===== config.mk =====
export PLATFORM = sky130hd
export DESIGN_NAME = rsa_job_sequencer
export DESIGN_NICKNAME = d
export VERILOG_FILES = /design/src/rtl/rsa_seq_pkg.sv /design/src/rtl/rsa_byte_serializer.sv /design/src/rtl/rsa_job_sequencer.sv
export SDC_FILE = /design/constraint.sdc
export NUM_CORES = 1
export LEC_CHECK = 0
export ABC_AREA = 1
export BUFFER_PORTS_ARGS = -buffer_cell sky130_fd_sc_hd__buf_2
export CELL_PAD_IN_SITES_DETAIL_PLACEMENT = 1
export CELL_PAD_IN_SITES_GLOBAL_PLACEMENT = 1
export CORE_MARGIN = 3
export CORE_UTILIZATION = 45
export CTS_BUF_LIST = sky130_fd_sc_hd__clkbuf_8
export DETAILED_ROUTE_END_ITERATION = 16
export PLACE_DENSITY = 0.94
export RECOVER_POWER = 100
export SLEW_MARGIN = 25
export SYNTH_ARGS = -nofsm -noshare
export SYNTH_HDL_FRONTEND = slang
export SYNTH_SLANG_ARGS = --single-unit

===== constraint.sdc =====
create_clock -name clock -period 4.2 [get_ports clock]
set_clock_uncertainty 0.05 [all_clocks]
set_input_delay 0.63 -clock clock [delete_from_list [all_inputs] [get_ports clock]]
set_output_delay 0.63 -clock clock [all_outputs]
set_load 0.02 [all_outputs]

===== src/rtl/rsa_seq_pkg.sv =====
// Shared types and constants for the RSA job sequencer slice.
package rsa_seq_pkg;

  localparam int WORD_W_DEF    = 32;
  localparam int NBYTES_DEF    = WORD_W_DEF / 8;
  localparam int FRAME_LEN_DEF = 3 * NBYTES_DEF;

  // Status bytes held back for a future framed TX response.
  localparam logic [7:0] TX_ERR_MOD     = 8'hE1;
  localparam logic [7:0] TX_ERR_TIMEOUT = 8'hE2;

  typedef enum logic [2:0] {
    S_IDLE,
    S_LOAD,
    S_CHECK,
    S_START,
    S_WAIT,
    S_SEND
  } state_t;

  function automatic int frame_len(input int word_w);
    return 3 * (word_w / 8);
  endfunction

endpackage


===== src/rtl/rsa_byte_serializer.sv =====
// Streams a loaded word into the TX FIFO LSB first, stalling on tx_full.
module rsa_byte_serializer #(
  parameter int WORD_W = 32
) (
  input  logic              clock,
  input  logic              reset,
  input  logic              i_load,
  input  logic [WORD_W-1:0] i_word,
  input  logic              i_tx_full,
  output logic [7:0]        o_tx_data,
  output logic              o_tx_wrreq,
  output logic              o_done
);

  localparam int NBYTES = WORD_W / 8;
  localparam int JW     = (NBYTES > 1) ? $clog2(NBYTES) : 1;

  logic [WORD_W-1:0] r_word;
  logic [JW-1:0]     r_cnt;
  logic              r_active;
  logic              w_last;

  assign w_last     = (r_cnt == JW'(NBYTES - 1));
  assign o_tx_wrreq = r_active && !i_tx_full;
  assign o_tx_data  = r_word[7:0];
  assign o_done     = o_tx_wrreq && w_last;

  always_ff @(posedge clock) begin
    if (!reset) begin
      r_word   <= '0;
      r_cnt    <= '0;
      r_active <= 1'b0;
    end else if (i_load) begin
      r_word   <= i_word;
      r_cnt    <= '0;
      r_active <= 1'b1;
    end else if (o_tx_wrreq) begin
      r_word <= r_word >> 8;
      if (w_last) begin
        r_cnt    <= '0;
        r_active <= 1'b0;
      end else begin
        r_cnt <= r_cnt + 1'b1;
      end
    end
  end

endmodule


===== src/rtl/rsa_job_sequencer.sv =====
// Job controller: loads a key/mod/plaintext frame, runs the modexp engine
// under a watchdog and streams the result bytes out to the TX FIFO.
//   state | meaning
//   IDLE  | waiting for the first byte of a frame
//   LOAD  | popping frame bytes, one per cycle while RX is non-empty
//   CHECK | operands published; reject modulus < 2
//   START | one-cycle engine start pulse
//   WAIT  | waiting for eng_done, watchdog running
//   SEND  | result bytes going to TX
module rsa_job_sequencer
  import rsa_seq_pkg::*;
#(
  parameter int WORD_W  = WORD_W_DEF,
  parameter int TIMEOUT = 65535
) (
  input  logic              clock,
  input  logic              reset,
  input  logic [7:0]        i_rx_data,
  input  logic              i_rx_empty,
  output logic              o_rx_rdreq,
  output logic [WORD_W-1:0] o_eng_key,
  output logic [WORD_W-1:0] o_eng_mod,
  output logic [WORD_W-1:0] o_eng_base,
  output logic              o_eng_start,
  input  logic              i_eng_done,
  input  logic [WORD_W-1:0] i_eng_result,
  output logic [7:0]        o_tx_data,
  input  logic              i_tx_full,
  output logic              o_tx_wrreq,
  output logic              o_busy,
  output logic [7:0]        o_job_count,
  output logic              o_err_mod,
  output logic              o_err_timeout
);

  localparam int FRAME = frame_len(WORD_W);
  localparam int IW    = $clog2(FRAME);
  localparam int TW    = (TIMEOUT > 1) ? $clog2(TIMEOUT + 1) : 1;

  state_t              r_state, w_next;
  logic [3*WORD_W-1:0] r_frame;
  logic [IW-1:0]       r_idx;
  logic [TW-1:0]       r_wd;
  logic [WORD_W-1:0]   r_eng_key, r_eng_mod, r_eng_base;
  logic [7:0]          r_job_count;
  logic                r_err_mod, r_err_timeout;
  logic                w_last_byte, w_mod_bad, w_wd_expire;
  logic                w_ser_load, w_ser_done;
  logic [WORD_W-1:0]   w_ser_word;

  assign w_last_byte   = (r_idx == IW'(FRAME - 1));
  assign w_mod_bad     = r_frame[2*WORD_W-1:WORD_W] < WORD_W'(2);
  assign w_wd_expire   = (r_wd == '0);
  assign o_busy        = (r_state != S_IDLE);
  assign o_eng_key     = r_eng_key;
  assign o_eng_mod     = r_eng_mod;
  assign o_eng_base    = r_eng_base;
  assign o_job_count   = r_job_count;
  assign o_err_mod     = r_err_mod;
  assign o_err_timeout = r_err_timeout;

  always_ff @(posedge clock) begin
    if (!reset) r_state <= S_IDLE;
    else        r_state <= w_next;
  end

  always_comb begin
    w_next      = r_state;
    o_rx_rdreq  = 1'b0;
    o_eng_start = 1'b0;
    w_ser_load  = 1'b0;
    w_ser_word  = '0;
    case (r_state)
      S_IDLE:  if (!i_rx_empty) w_next = S_LOAD;
      S_LOAD: begin
        o_rx_rdreq = !i_rx_empty;
        if (!i_rx_empty && w_last_byte) w_next = S_CHECK;
      end
      S_CHECK: begin
        if (w_mod_bad) begin
          w_ser_load = 1'b1;
          w_next     = S_SEND;
        end else begin
          w_next = S_START;
        end
      end
      S_START: begin
        o_eng_start = 1'b1;
        w_next      = S_WAIT;
      end
      S_WAIT: begin
        // A done pulse in the expiry cycle still completes the job.
        if (i_eng_done) begin
          w_ser_load = 1'b1;
          w_ser_word = i_eng_result;
          w_next     = S_SEND;
        end else if (w_wd_expire) begin
          w_next = S_IDLE;
        end
      end
      S_SEND:  if (w_ser_done) w_next = S_IDLE;
      default: w_next = S_IDLE;
    endcase
  end

  // Frame shifts in from the top so byte 0 lands in the key LSB.
  always_ff @(posedge clock) begin
    if (!reset) begin
      r_frame       <= '0;
      r_idx         <= '0;
      r_wd          <= '0;
      r_eng_key     <= '0;
      r_eng_mod     <= '0;
      r_eng_base    <= '0;
      r_job_count   <= '0;
      r_err_mod     <= 1'b0;
      r_err_timeout <= 1'b0;
    end else begin
      if (o_rx_rdreq) begin
        r_frame <= {i_rx_data, r_frame[3*WORD_W-1:8]};
        r_idx   <= w_last_byte ? '0 : r_idx + 1'b1;
      end
      if (r_state == S_CHECK) begin
        r_eng_key  <= r_frame[WORD_W-1:0];
        r_eng_mod  <= r_frame[2*WORD_W-1:WORD_W];
        r_eng_base <= r_frame[3*WORD_W-1:2*WORD_W];
        if (w_mod_bad) r_err_mod <= 1'b1;
      end
      if (r_state == S_START) begin
        r_wd <= TW'(TIMEOUT - 1);
      end else if (r_state == S_WAIT && !i_eng_done) begin
        if (w_wd_expire) r_err_timeout <= 1'b1;
        else             r_wd <= r_wd - 1'b1;
      end
      if (r_state == S_SEND && w_ser_done) r_job_count <= r_job_count + 8'd1;
    end
  end

  rsa_byte_serializer #(.WORD_W(WORD_W)) u_ser (
    .clock      (clock),
    .reset      (reset),
    .i_load     (w_ser_load),
    .i_word     (w_ser_word),
    .i_tx_full  (i_tx_full),
    .o_tx_data  (o_tx_data),
    .o_tx_wrreq (o_tx_wrreq),
    .o_done     (w_ser_done)
  );

endmodule


==> run metrics, run 1 <==
vias in the first global route=10115; Post-DRT Antenna Nets=0; HPWL after detailed placement=roughly 19000 um; Routed WL per cell=15.53 um; Synth Cell Area=10530 sq um; first-pass GRT wire length=49630 um; htree depth=2; RSZ-0062 raised after global routing=false; Hold-fix buffers, CTS=0; failing checks=capacitance limit, slew limit; most frequent cells in the layout=nor2_1, dfxtp_1, o21ai_0, nand2_1; Cell Count, Final, Fillers Out=1936; Clock transition at path regs=60 ps; Final GP Congestion=just over 0.8; port buffer count=around 160; Synth Warn #=0; Initial Util=0.4610; drt first pass iters=5; syn avg cell area=between 7 and 8 sq um; setup TNS=0 ps; worst setup margin=975.9 ps; initial antenna violation count=0; Nets=1646; maxcap violations=3; ys async rst share=0; Hold Path Stages=3; Hold WC Path Type=in2reg; total wire length=~30000 um; Num CTS Buffers=between 40 and 50; Syn Nets=roughly 1500; Std-Cell Rows=55; crit path max fanout=57; Die Ht=159.0 um; Hold WS=274.2 ps; Core Box Area=22850 sq um; Lkg Pwr=around 5.5 nW; Final Slew Violations=190; area share of the largest cell type after synthesis=0.4942; Post-synth EDFFs=0; Worst setup EP type=flop; placed insts=1863; Peak VDD IR=0.0002846 V; Antenna Cells=0; Slew headroom=-0.2251; Via density=between 5 and 6; Primary FF master, synth=dfxtp_1; Die ar.=~25000 sq um; Tmin final=3224 ps; insertion delay to the later sink of the worst-skew pair=540 ps; most common cell after layout, fill and taps aside=nor2_1; #FFs+latches synth=260; global route total overflow=0; Die Wd=~160 um; endpoints failing hold=0; critical path startpoint category=flop; Total Routing Usage GR=0.2286; Final Cycle Share=0.7676; status=finished with violations; Fmax=310.2 MHz; Netlist cell types=33; Seq/Total Area, Yosys=0.4942; CTS root buffer=clkbuf_8; via count=about 10000; hold path startpoint=i_rx_data[3]; number of I/O pins=around 160; largest net degree at the start of global routing=98; DR iter-0 viols=607; CP arrival=3580 ps; Area Growth Syn to Fin=13.36%; required time worst endpoint=roughly 4600 ps; share of cells above drive strength 1=0.07455; FF-to-FF Start=r_state[0]; Least-Margin Pin Slew=around 1800 ps; synth top area cells=dfxtp_1, nor2_1, o21ai_0; # setup viols final=0; R2R Path End=r_frame[13]; Tot Pwr=roughly 6.1 mW; FF-to-FF path depth=8; post-CTS setup buffers=0; Worst Hold Path EP=r_frame[91]; Cell Pwr Density=~510 nW/um^2; # clock sinks=260; R2R Setup Slk=980 ps; pre-CTS setup slack=1620 ps; maximum root-to-sink buffer count=3; post-cts sizing count=0; kind of critical path=reg2reg; Gate Count Post-Synth=approximately 1500; area leader, netlist=dfxtp_1; CTS tree=built; Residual DRC=0
==> power by group <==
part,switching [mW],internal (mW)
logic,0.800,0.336
clock network,0.975,1.08
registers,0.204,2.73
total,1.98,4.14
==> cells in the mapped netlist (2+ instances only) <==
library cell  number
ha_1               5
nand2_2            4
dfxtp_1          260
buf_6              4
a21oi_1           28
nor2_1           464
o21ai_1            5
nor2_4             2
clkbuf_1          56
inv_2              5
nand2_1          175
buf_4             11
nand3_1           57
inv_1             99
buf_1              4
or2_2              8
nor3_2             3
nand4_1           45
a211oi_1           2
nor3_1             5
buf_2             26
o21ai_0          201
nor4_1             2
nor2_2             2
==> kinds of logic (layout without fill, tap and decap cells) <==
| group | Yosys count | in the layout | synth area share |
|---|---|---|---|
| and+or+nand+nor | 768 | 768 | 0.2991 |
| buffers and inverters | 207 | 348 | 0.08375 |
| adders and majority gates | 5 | 5 | 0.005940 |
| AOI/OAI and AO/OA | 241 | 241 | 0.1162 |
| DFF | 260 | 260 | 0.4942 |
| xor gates and xnor gates | 1 | 1 | 0.0008317 |
==> critical path, cell delays in order, from the launching register on <==
cell and delay (ps):
dfxtp_1 370, inv_1 100, nor3_2 190, inv_2 40, nor2_1 720, clkinv_2 770, buf_4 540, nor2_1 180
nor2_1 70
==> final cells by class <==
cell class              instances  area [sq um]
clock buffers                  50         688.2
well taps                     313         391.6
multi-input cells            1015          4414
inverters                     105         396.6
flip-flops and latches        260          5205
clock inverters                22         93.84
repair buffers                171         750.7
fillers                      3117         10910
==> sequential cells by signal, indices dropped and copies added, names as in the netlist <==
register	flops
o_job_count	8
o_eng_key	32
o_eng_base	32
r_state	3
r_wd	16
r_frame	96
o_err_mod	1
r_idx	4
o_err_timeout	1
u_ser.r_active	1
o_eng_mod	32
u_ser.r_cnt	2
u_ser.r_word	32
==> worst max-delay path by stage <==
stage	startpoint	endpoint	slack, ps	cells past startpoint
6_report	r_state[0]	r_frame[13]	980	8
4_1_cts	r_state[1]	o_eng_start	1390	3
3_3_place_gp	i_tx_full	o_tx_wrreq	1630	6
2_1_floorplan	i_tx_full	o_tx_wrreq	2250	5
5_1_grt	r_state[0]	r_frame[14]	650	8
3_5_place_dp	i_rx_empty	r_frame[85]	1620	6
==> layer usage <==
| layer | vias to the layer above | share of wire | global-route usage |
|---|---|---|---|
| met5 | - | 0 | 0 |
| met4 | 0 | 0.029 | 0.07680 |
| met1 | 4798 | 0.44 | 0.2910 |
| met2 | 229 | 0.48 | 0.3965 |
| met3 | 61 | 0.044 | 0.03720 |
| li1 | 4937 | - | - |
==> per-stage QoR <==
stage,cell area [sq um],utilization
2_1_floorplan,10530,-
3_3_place_gp,11320,0.4953
3_5_place_dp,11320,0.4953
4_1_cts,12100,0.5295
5_1_grt,11940,0.5226
6_report,11940,0.5226
Power figures use the tool's default switching activity.
==> run 2: changes to the inputs <==
- ABC_AREA: 1 -> 0
- CORE_UTILIZATION: 45 -> 39
- PLACE_DENSITY: 0.94 -> 0.85
- clock period: 4.2 -> 2.7 ns (I/O delays scaled with it)
==> run metrics, run 2 <==
most common cell after layout, fill and taps aside=nand2_1; required time worst endpoint=2250 ps (-2310 ps); Fmax=about 400 MHz; Worst setup EP type=primary output; Final Cycle Share=0.9011; Total Routing Usage GR=0.2029 (-0.02575); CP arrival=1980 ps (-1600 ps); Post-DRT Antenna Nets=0 (unchanged); Seq/Total Area, Yosys=0.5249 (+0.03068); Via density=5.274 (+1.9%); Worst Hold Path EP=u_ser.r_word[24]; Largest Register=r_frame; vias in the first global route=9136 (-9.7%); CTS tree=built; Antenna Cells=0 (unchanged); DR iter-0 viols=584 (-3.8%); hold path startpoint=i_eng_result[24]; Die Ht=165.5 um (+4.1%); Nets=1410 (-14%); CTS root buffer=clkbuf_8; drt first pass iters=5 (unchanged); FF-to-FF path depth=4 (-4); Tot Pwr=8.648 mW (+41%); maximum root-to-sink buffer count=3 (unchanged); area share of the largest cell type after synthesis=0.5249 (+0.03068); largest net degree at the start of global routing=122 (+24%); port buffer count=162 (unchanged); Num CTS Buffers=44 (+2.3%); via count=9045 (-9.8%); Die Wd=165.5 um (+4.1%); share of cells above drive strength 1=0.09705 (+0.02250); endpoints failing hold=0 (unchanged); # clock sinks=260 (unchanged); final instance area=11640 sq um (-2.5%); #FFs+latches synth=260 (unchanged); ys async rst share=0 (unchanged); Hold Path Stages=2 (-1); Largest register FFs=96 (unchanged); most frequent cells in the layout=nand2_1, dfxtp_1, a21oi_1, clkbuf_1, clkbuf_8; Hold WC Path Type=in2reg; syn avg cell area=8.043 sq um (+13%); insertion delay to the later sink of the worst-skew pair=540 ps (about the same); total wire length=28310 um (-5.8%); Post-synth EDFFs=0 (unchanged); FF-to-FF Start=r_state[2]; post-CTS setup buffers=0 (unchanged); Residual DRC=0 (unchanged); HPWL after detailed placement=17930 um (-5.8%); crit path max fanout=13 (-77%); initial antenna violation count=0 (unchanged); htree depth=2 (unchanged); status=complete, no violations; Lkg Pwr=3.927 nW (-29%); Core Box Area=24680 sq um (+8.0%); count leader, synth=nand2_1; Primary FF master, synth=dfxtp_1; Gate Count Post-Synth=1233 (-17%); Peak VDD IR=0.0004829 V (+70%); setup TNS=0 ps (unchanged); Cell Pwr Density=743.1 nW/um^2 (+45%); critical path startpoint category=flop; synth top area cells=dfxtp_1, nand2_1, a21oi_1; global route total overflow=0 (unchanged); maxcap violations=0 (-3); Netlist cell types=61 (+85%); Syn Nets=1283 (-16%); number of I/O pins=163 (unchanged); Routed WL per cell=16.51 um (+6.3%); Final GP Congestion=0.8011 (-2.4%); Synth Cell Area=9917 sq um (-5.8%); R2R Path End=r_wd[13]; RSZ-0062 raised after global routing=false; area leader, netlist=dfxtp_1; Final Slew Violations=0 (-100%); Slew headroom=0.2573 (+0.4824); Initial Util=0.4019 (-0.05912); R2R Setup Slk=290 ps (-690 ps); Tmin final=roughly 2400 ps; # setup viols final=0 (unchanged); Area Growth Syn to Fin=17.35%; kind of critical path=reg2out; first-pass GRT wire length=45710 um (-7.9%); Die ar.=27380 sq um (+8.3%); Least-Margin Pin Slew=1114 ps (-719.1 ps); Synth Warn #=0 (unchanged); area post-placement=10900 sq um (-3.6%); Clock transition at path regs=60 ps (about the same); Post-synth top cells=nand2_1, dfxtp_1, a21oi_1; Std-Cell Rows=57 (+3.6%)
-- run 2: worst max path at each step --
| stage | end | cells after the start | slack (ps) | from |
|---|---|---|---|---|
| after global routing | r_wd[7] | 4 | 110 | r_state[2] |
| after global placement | u_ser.r_word[26] | 4 | 570 | r_frame[44] |
| after CTS | o_rx_rdreq | 3 | 190 | r_state[0] |
| after floorplan | o_rx_rdreq | 5 | 740 | i_rx_empty |
| final | o_rx_rdreq | 3 | 270 | r_state[0] |
| after detailed placement | o_eng_key[5] | 4 | 480 | r_state[2] |
-- run 2: power breakdown --
group / switching, mW / internal (mW)
sequential: 0.0955 / 3.93
combinational: 0.702 / 0.279
clock: 1.56 / 2.08
-- run 2: routing by layer --
layer  vias up  part of all wire  track usage
met5         -                 0            0
met4         0             0.025      0.06692
met3        53             0.057      0.04465
met2       212              0.48       0.3422
met1      4374              0.44       0.2579
li1       4406                 -            -
-- run 2: logic make-up after synthesis --
logic type,after synthesis,share of synthesized area
multiplexers,3,0.003028
buffers and inverters,106,0.04542
AND/OR/NAND/NOR,585,0.2565
flip-flops,260,0.5249
AO/OA/AOI/OAI,269,0.1595
XOR/XNOR,5,0.004416
adder cells (fa/ha/maj),5,0.006308
-- run 2: final cells by class --
type                       count  area, sq um
multi-input combinational    867         4242
clock inverter                23        175.2
fill                        3151        13040
sequential                   260         5205
inverter                       9        40.04
tap                          324        405.4
timing repair buffer         178        827.0
clock buffer                  54        743.2
-- run 2: metrics by stage --
stage | utilization | setup WS [ps] | hold WS [ps] | instances
2_1_floorplan | - | 739.3 | 382.1 | 1233
4_1_cts | 0.4803 | 191.7 | 5.363 | 1715
6_report | 0.4716 | 267.1 | 34.26 | 1715
3_5_place_dp | 0.4418 | 475.0 | 393.4 | 1635
3_3_place_gp | 0.4418 | 566.8 | 390.5 | 1635
5_1_grt | 0.4716 | 108.8 | 16.13 | 1715
-- run 2: worst max-delay path, cell delays in order, from the launching register on --
cell and delay (ps):
dfxtp_1 560, or4b_1 540, clkinv_2 120, clkbuf_2 220
-- run 2: what timing repair did --
action / in CTS / in global routing
endpoints found under the setup margin: 0 / 0
hold endpoints to repair: 3 / 0
hold buffers: 3 / 0
gates resized for setup: 0 / 0
==> run 3: changes to the inputs <==
- MAX_ROUTING_LAYER: not set -> met4
==> run metrics, run 3 (same netlist as run 2, synthesis figures left out) <==
status=complete, no violations; slowest library cell on the worst path=dfxtp_1; Internal Power=6.295 mW (about the same); Fillers=3151 (unchanged); Hold WC Path Type=in2reg; maxcap violations=0 (unchanged); worst path cell trace=or4b_1 > clkinv_2 > clkbuf_2; Largest Register=r_frame; Clk pwr share=0.421 (about the same); Lkg Pwr=3.927 nW (unchanged); Std-Cell Rows=57 (unchanged); # clock sinks=260 (unchanged); most frequent cells in the layout=nand2_1, dfxtp_1, a21oi_1, clkbuf_1, clkbuf_8; multi-input logic area=4242 sq um (unchanged); Initial Util=0.4019 (unchanged); Tmin final=2443 ps (+9.978 ps); Core Box Area=24680 sq um (unchanged); Die Ht=165.5 um (unchanged); post-CTS setup buffers=0 (unchanged); Nets=1410 (unchanged); Worst setup EP type=primary output; Tot Pwr=8.650 mW (about the same); kind of critical path=reg2out; setup TNS=0 ps (unchanged); Final Slew Violations=0 (unchanged); required time worst endpoint=2250 ps (about the same); Routed WL per cell=16.50 um (about the same); Die Wd=165.5 um (unchanged); # setup viols final=0 (unchanged); RSZ-0062 raised after global routing=false; first-pass GRT wire length=45680 um (about the same); number of I/O pins=163 (unchanged); FF/Latch Area=5205 sq um (unchanged); Cell Pwr Density=743.3 nW/um^2 (about the same); Final Cycle Share=0.9048 (+0.003696); Hold-fix buffers, CTS=3 (unchanged); CTS tree=built; insertion delay to the later sink of the worst-skew pair=540 ps (about the same); Sw Pwr=2.356 mW (+0.10%); CTS root buffer=clkbuf_8; sw frac=0.2723 (about the same); initial antenna violation count=0 (unchanged); Total Routing Usage GR=0.2089 (+0.006078); Peak VDD IR=0.0004824 V (about the same); Largest register FFs=96 (unchanged); most common cell after layout, fill and taps aside=nand2_1; Least-Margin Pin Slew=1110 ps (-4.526 ps); Die ar.=27380 sq um (unchanged); Fmax=409.4 MHz (-0.41%); Area Growth Syn to Fin=17.35% (unchanged); slowest cell delay on critical path=560 ps (about the same); global route total overflow=0 (unchanged); Residual DRC=0 (unchanged); HPWL after detailed placement=17930 um (unchanged); FF-to-FF path depth=6 (+2); htree depth=2 (unchanged); maximum root-to-sink buffer count=3 (unchanged); vias in the first global route=9144 (+0.088%); Clock transition at path regs=60 ps (about the same); part of the power in combinational logic=0.113 (about the same); DR iter-0 viols=616 (+5.5%); Hold Path Stages=2 (unchanged); CP arrival=1990 ps (about the same); Via density=5.241 (-0.62%); Final GP Congestion=0.8151 (+1.7%); Num CTS Buffers=44 (unchanged); share of cells above drive strength 1=0.09705 (unchanged); total wire length=28290 um (about the same); endpoints failing hold=0 (unchanged); post-cts sizing count=0 (unchanged); via count=8989 (-0.62%); Antenna Cells=0 (unchanged); Post-DRT Antenna Nets=0 (unchanged); port buffer count=162 (unchanged); drt first pass iters=4 (-1); crit path max fanout=13 (unchanged); largest net degree at the start of global routing=122 (unchanged); critical path startpoint category=flop; Flop pwr share=0.466 (about the same); Slew headroom=0.2603 (+0.003017); R2R Setup Slk=290 ps (about the same)
-- run 3: cell type report --
type,instances,area share
Tap cell,324,0.03484
Multi-Input combinational cell,867,0.3645
Clock buffer,54,0.06386
Sequential cell,260,0.4473
Inverter,9,0.003440
Clock inverter,23,0.01505
Timing Repair Buffer,178,0.07107
-- run 3: worst max-delay path: cells and delay by family (launching register included) --
family | cells | cell delay, ps
flip-flops | 1 | 560
buffers and inverters | 2 | 340
AND/OR/NAND/NOR | 1 | 540
-- run 3: final timing paths --
| path | start | to |
|---|---|---|
| max | r_state[0] | o_rx_rdreq |
| min | i_eng_result[24] | u_ser.r_word[24] |
| max reg2reg | r_wd[0] | r_state[1] |
| min reg2reg | r_frame[3] | o_eng_key[3] |
-- run 3: per-layer routing --
metal,track usage,wire [um],vias up
met5,-,0,-
met4,0.06692,722,0
met3,0.04315,1590,55
met2,0.3410,13390,205
met1,0.2605,12590,4322
li1,-,-,4407
-- run 3: power by group through the flow --
stage               logic [mW]  clock network, mW  registers, mW
floorplan                0.781                  0           4.07
global placement          1.00                  0           4.10
detailed placement        1.03                  0           4.11
CTS                       1.04               3.76           4.03
global route              1.08               3.93           4.04
finish                   0.978               3.65           4.03
-- run 3: through the flow --
step | cells | hold slack [ps] | util | setup WS (ps) | instance area, sq um
finish | 1715 | 35.04 | 0.4716 | 257.1 | 11640
floorplan | 1233 | 382.1 | - | 739.3 | 9917
detailed placement | 1635 | 393.4 | 0.4418 | 475.0 | 10900
global route | 1715 | 16.12 | 0.4716 | 123.5 | 11640
global placement | 1635 | 390.5 | 0.4418 | 566.8 | 10900
CTS | 1715 | 5.363 | 0.4803 | 191.7 | 11850
